File: src/rtl/date_rewind_seq.sv
// date_rewind_seq
//   Sequential day-of-month rewinder. Given a starting day and a count N,
//   steps backwards one day per clock inside a fixed-length month and
//   reports the resulting day plus how many times the walk wrapped from
//   day 1 back to day MONTH_DAYS.
//
// Parameters
//   MONTH_DAYS : days per month (28..31); valid days are 1..MONTH_DAYS
//
// Ports
//   clk     : rising-edge clock
//   rst     : synchronous, active-high reset
//   start   : request strobe, only accepted while busy is low
//   datein  : starting day (1..MONTH_DAYS)
//   N       : number of days to rewind (0..63)
//   busy    : high while stepping
//   done    : one-cycle pulse, dateout/borrow valid
//   dateout : resulting day, held until the next done
//   borrow  : number of month wraps taken (0..3)
//   err     : range-error flag
//
// Optional feature macro
//   DATE_RANGE_CHECK_EN : when defined, an out-of-range datein on an accepted
//   start completes immediately with dateout=0, borrow=0 and err=1. When not
//   defined, err is tied low and out-of-range inputs are not checked.

module date_rewind_seq #(
  parameter int MONTH_DAYS = 30
) (
  input  logic       clk,
  input  logic       rst,
  input  logic       start,
  input  logic [4:0] datein,
  input  logic [5:0] N,
  output logic       busy,
  output logic       done,
  output logic [4:0] dateout,
  output logic [1:0] borrow,
  output logic       err
);

  localparam logic [4:0] MD = 5'(MONTH_DAYS);

  typedef enum logic [1:0] {
    S_IDLE = 2'd0,
    S_RUN  = 2'd1,
    S_DONE = 2'd2
  } state_t;

  state_t     state, state_n;
  logic [4:0] work_date, work_n;
  logic [5:0] cnt, cnt_n;
  logic [1:0] wraps, wraps_n;
  logic [4:0] dateout_n;
  logic [1:0] borrow_n;
  logic       err_n;
  logic [4:0] step_date;
  logic [1:0] step_wraps;
  logic       range_bad;

  // Out-of-range detection only exists when the check is built in; otherwise
  // it is a constant zero and the accept path degenerates to the plain load.
`ifdef DATE_RANGE_CHECK_EN
  assign range_bad = (datein == 5'd0) || (datein > MD);
`else
  assign range_bad = 1'b0;
`endif

  // State register plus all datapath registers; everything is computed in
  // the combinational block below so this block only captures or resets.
  always_ff @(posedge clk) begin
    if (rst) begin
      state     <= S_IDLE;
      work_date <= 5'd0;
      cnt       <= 6'd0;
      wraps     <= 2'd0;
      dateout   <= 5'd0;
      borrow    <= 2'd0;
    end else begin
      state     <= state_n;
      work_date <= work_n;
      cnt       <= cnt_n;
      wraps     <= wraps_n;
      dateout   <= dateout_n;
      borrow    <= borrow_n;
    end
  end

`ifdef DATE_RANGE_CHECK_EN
  logic err_q;

  // err is sticky: it only changes on an accepted start or on reset.
  always_ff @(posedge clk) begin
    if (rst) err_q <= 1'b0;
    else     err_q <= err_n;
  end

  assign err = err_q;
`else
  assign err = 1'b0;
`endif

  // One backwards step: day 1 rolls over to the last day of the month and
  // counts as a wrap. borrow cannot exceed 3 because N is at most 63.
  always_comb begin
    step_date  = (work_date == 5'd1) ? MD : (work_date - 5'd1);
    step_wraps = (work_date == 5'd1) ? (wraps + 2'd1) : wraps;
  end

  // Next-state and datapath update. IDLE and DONE share the accept logic so
  // a start in the DONE cycle chains directly into the next job.
  always_comb begin
    state_n   = state;
    work_n    = work_date;
    cnt_n     = cnt;
    wraps_n   = wraps;
    dateout_n = dateout;
    borrow_n  = borrow;
`ifdef DATE_RANGE_CHECK_EN
    err_n     = err_q;
`else
    err_n     = 1'b0;
`endif

    case (state)
      S_IDLE, S_DONE: begin
        state_n = S_IDLE;
        if (start) begin
          work_n  = datein;
          cnt_n   = N;
          wraps_n = 2'd0;
          err_n   = range_bad;
          if (range_bad) begin
            state_n   = S_DONE;
            dateout_n = 5'd0;
            borrow_n  = 2'd0;
          end else if (N == 6'd0) begin
            state_n   = S_DONE;
            dateout_n = datein;
            borrow_n  = 2'd0;
          end else begin
            state_n = S_RUN;
          end
        end
      end

      S_RUN: begin
        work_n  = step_date;
        wraps_n = step_wraps;
        cnt_n   = cnt - 6'd1;
        // Last step: publish the post-step values directly.
        if (cnt == 6'd1) begin
          state_n   = S_DONE;
          dateout_n = step_date;
          borrow_n  = step_wraps;
        end
      end

      default: state_n = S_IDLE;
    endcase
  end

  assign busy = (state == S_RUN);
  assign done = (state == S_DONE);

endmodule

File: config.mk
export PLATFORM = sky130hd
export DESIGN_NAME = date_rewind_seq
export DESIGN_NICKNAME = d
export VERILOG_FILES = /design/src/rtl/date_rewind_seq.sv
export SDC_FILE = /design/constraint.sdc
export NUM_CORES = 1
export LEC_CHECK = 0
export BUFFER_PORTS_ARGS = -buffer_cell sky130_fd_sc_hd__buf_2
export CAP_MARGIN = 20
export CORE_MARGIN = 5
export CORE_UTILIZATION = 40
export DETAILED_ROUTE_END_ITERATION = 10
export PLACE_DENSITY = 0.62
export SYNTH_ARGS = -nofsm -noshare
export SYNTH_HDL_FRONTEND = slang
export SYNTH_SLANG_ARGS = --single-unit
File: constraint.sdc
create_clock -name clk -period 1.7 [get_ports clk]
set_input_delay 0.17 -clock clk [delete_from_list [all_inputs] [get_ports clk]]
set_output_delay 0.17 -clock clk [all_outputs]
set_load 0.05 [all_outputs]
==> summary.md <==
| Metric | Value |
|---|---|
| Max Clk Rate | 0.611 GHz |
| Syn Std Cell Area | 1210 um2 |
| DRC | 0 |
| Minimum clock period | 1640 ps |
| Async SR Flop Fraction | 0% |
| Tcrit/Tclk final | 96.3% |
| Total power | 0.00125 W |
| Congestion Overflow GR | 0 |
| PwrDens | 860 nW/um2 |
| Vias | 1132 |
| Area of the core | 2980 um2 |
| Tot GR Track Use | 14.9% |
| Yosys reg bits | 22 |
| Area Growth Syn to Fin | 19.9% |
| Final HPWL DP | 2190 um |
| Number of synthesized flops with an enable pin | 0 |
| Yosys Warn Count | 0 |
| Share of layout cells above drive strength 1 | 30.9% |
| Synthesized area per cell | 8.93 um2 |
| Seq/Total Area, Yosys | 36.3% |
| Max-slew violations | 0 |
| Cells after DPL | 190 |
| Hold Path Class | in -> reg |
| Drt first pass iters | 4 |
| Status | finished, final reports clean |
| Fin. Hold Viols | 0 |
| Drt total wl | 3000 um |
| Area of the multi-input gates | 699 um2 |
| First-pass GRT wire length | 4920 um |
| Setup Skew | 4.38 ps |
| Average wire per standard cell | 15.1 um |
| CTS root buf | clkbuf_4 |
| Critical path launch point type | flop |
| Width of the die | 65.1 um |
| Worst skew pair latency | 320 ps |
| Max-cap viol count | 0 |
| RSZ-0062 raised after global routing | true |
| Global placement routability congestion | 0.810 |
| Via density | 5.72 |
| Number of nets in the layout | 184 |
| Sequential Area | 442 um2 |
| CTS H-tree depth | 1 |
| Syn Inst Count | 136 |
| Distinct cell type count after synthesis | 49 |
| CTS sink cnt | 22 |
| Final core utilization | 48.9% |
| Commonest cells after routing, fill and taps aside | 21 x dfxtp_1, 21 x buf_2, 14 x nor2_1, 13 x nand2_1 |
| Commonest register cell after synthesis | dfxtp_1 |
| CTS tree | built |
| LEAKAGE | 0.593 nW |
| Fin Setup TNS | 0 ps |
| DRT iter0 DRCs | 35 |
| CP Data Required Time | 1930 ps |
| Vias in the first global route | 1084 |
| Mapped Nets | 154 |
| Clock slew seen by the registers of the worst setup and hold paths | 130 ps |
| Port bufs | 22 |
| Effective utilization at floorplan | 40.8% |
| Initial antenna violation count | 0 |
| Peak VDD IR | 421 uV |
| Setup crit end kind | flop |
| Final setup viols | 0 |
| Die Footprint | 4240 um2 |
| Total CTS buffers | 3 |
| Maximum clock path buffer count | 2 |
| Die Y | 65.1 um |
| Non-Filler Instances | 198 |
| Arrival time worst endpoint | 1860 ps |
| Antenna cells | 0 |
| Placement row count | 20 |
| I/O pin count | 24 |
| Fill cells | 290 |
| Post-route ant nets | 0 |
| Largest net degree at the start of global routing | 24 |
| Hold buffers post-CTS | 0 |
| Setup CP Type | reg -> reg |
| Worst-path fanout max | 4 |
==> synth_stat cells (3+ instances only) <==
cell type	n	area [um2]
a31oi_1	6	37.5
dfxtp_1	22	440
ha_1	4	50.1
a21oi_1	6	30.0
a311oi_1	3	26.3
o21ai_1	3	15.0
nor2b_1	3	18.8
nor4_1	3	18.8
inv_1	9	33.8
nand2_1	13	48.8
nand2b_1	3	18.8
nor2_1	14	52.6
==> state kept, by name, summed over array words and instances (netlist names) <==
register,count
cnt,6
wraps,2
dateout,5
work_date,5
state,2
borrow,2
==> layout make-up <==
| type | instances | share of cell area, % |
|---|---|---|
| multi-input combinational | 97 | 48.0 |
| sequential | 22 | 30.3 |
| timing repair buffer | 32 | 13.7 |
| tap | 33 | 2.84 |
| inverter | 10 | 2.58 |
| clock buffer | 4 | 2.49 |
==> worst max-delay path, cell delays in order, from the launching register on <==
cell and delay (ps):
dfxtp_1 350, inv_1 100, ha_1 180, nor4b_4 320
buf_4 190, nand2_1 80, xnor2_1 140, a32o_1 190
==> through the flow <==
step                      cell area [um2]  worst slack, ps  hold slack, ps
after floorplan                      1210              203             306
final                                1460             63.3             107
after detailed placement             1380             24.9             453
after global placement               1380              120             446
after global routing                 1460            -39.1             126
after CTS                            1420             48.1             117
==> report_power, final <==
part | switching, W | leakage, nW | internal, W
Combinational | 0.000203 | 0.392 | 0.000145
Sequential | 0.0000468 | 0.181 | 0.000557
Clock | 0.000171 | 0.0210 | 0.000131
==> timing repair <==
| action | in CTS | in global routing |
|---|---|---|
| resized for setup | 0 | 3 |
| buffers inserted | 1 | 3 |
| setup endpoints to repair | 1 | 8 |
| pin swaps | 0 | 3 |
==> cell families (layout without fill, tap and decap cells) <==
logic type,after synthesis,count (layout),share of synthesized area [%]
flip-flops,22,22,36.3
other,1,1,0.309
XOR/XNOR,3,3,2.16
adder cells (fa/ha/maj),4,4,4.12
multiplexers,3,3,2.68
AND/OR/NAND/NOR,50,50,24.4
buffers and inverters,17,46,6.69
AO/OA/AOI/OAI,36,36,23.4
==> path summary, 6_finish.rpt <==
kind | start | endpoint | slack [ps] | cells after the start
setup / recovery | work_date[1]$_SDFFE_PP0P_ | borrow[1]$_SDFFE_PP0P_ | 60 | 7
hold / removal | N[3] | cnt[3]$_SDFFE_PP0P_ | 110 | 3
setup reg to reg | work_date[1]$_SDFFE_PP0P_ | borrow[1]$_SDFFE_PP0P_ | 60 | 7
hold reg to reg | dateout[2]$_SDFFE_PP0P_ | dateout[2]$_SDFFE_PP0P_ | 470 | 2
==> layer usage <==
| metal | part of all wire, % | track usage [%] | wire length (um) | up-vias |
|---|---|---|---|---|
| met5 | 0 | 0 | 0 | - |
| met4 | 1.4 | 4.66 | 42 | 0 |
| met3 | 6.4 | 2.56 | 193 | 8 |
| met2 | 50 | 26.6 | 1490 | 37 |
| met1 | 42 | 18.3 | 1270 | 537 |
| li1 | - | - | - | 550 |
Note: power is estimated with default switching activity, not from simulation.
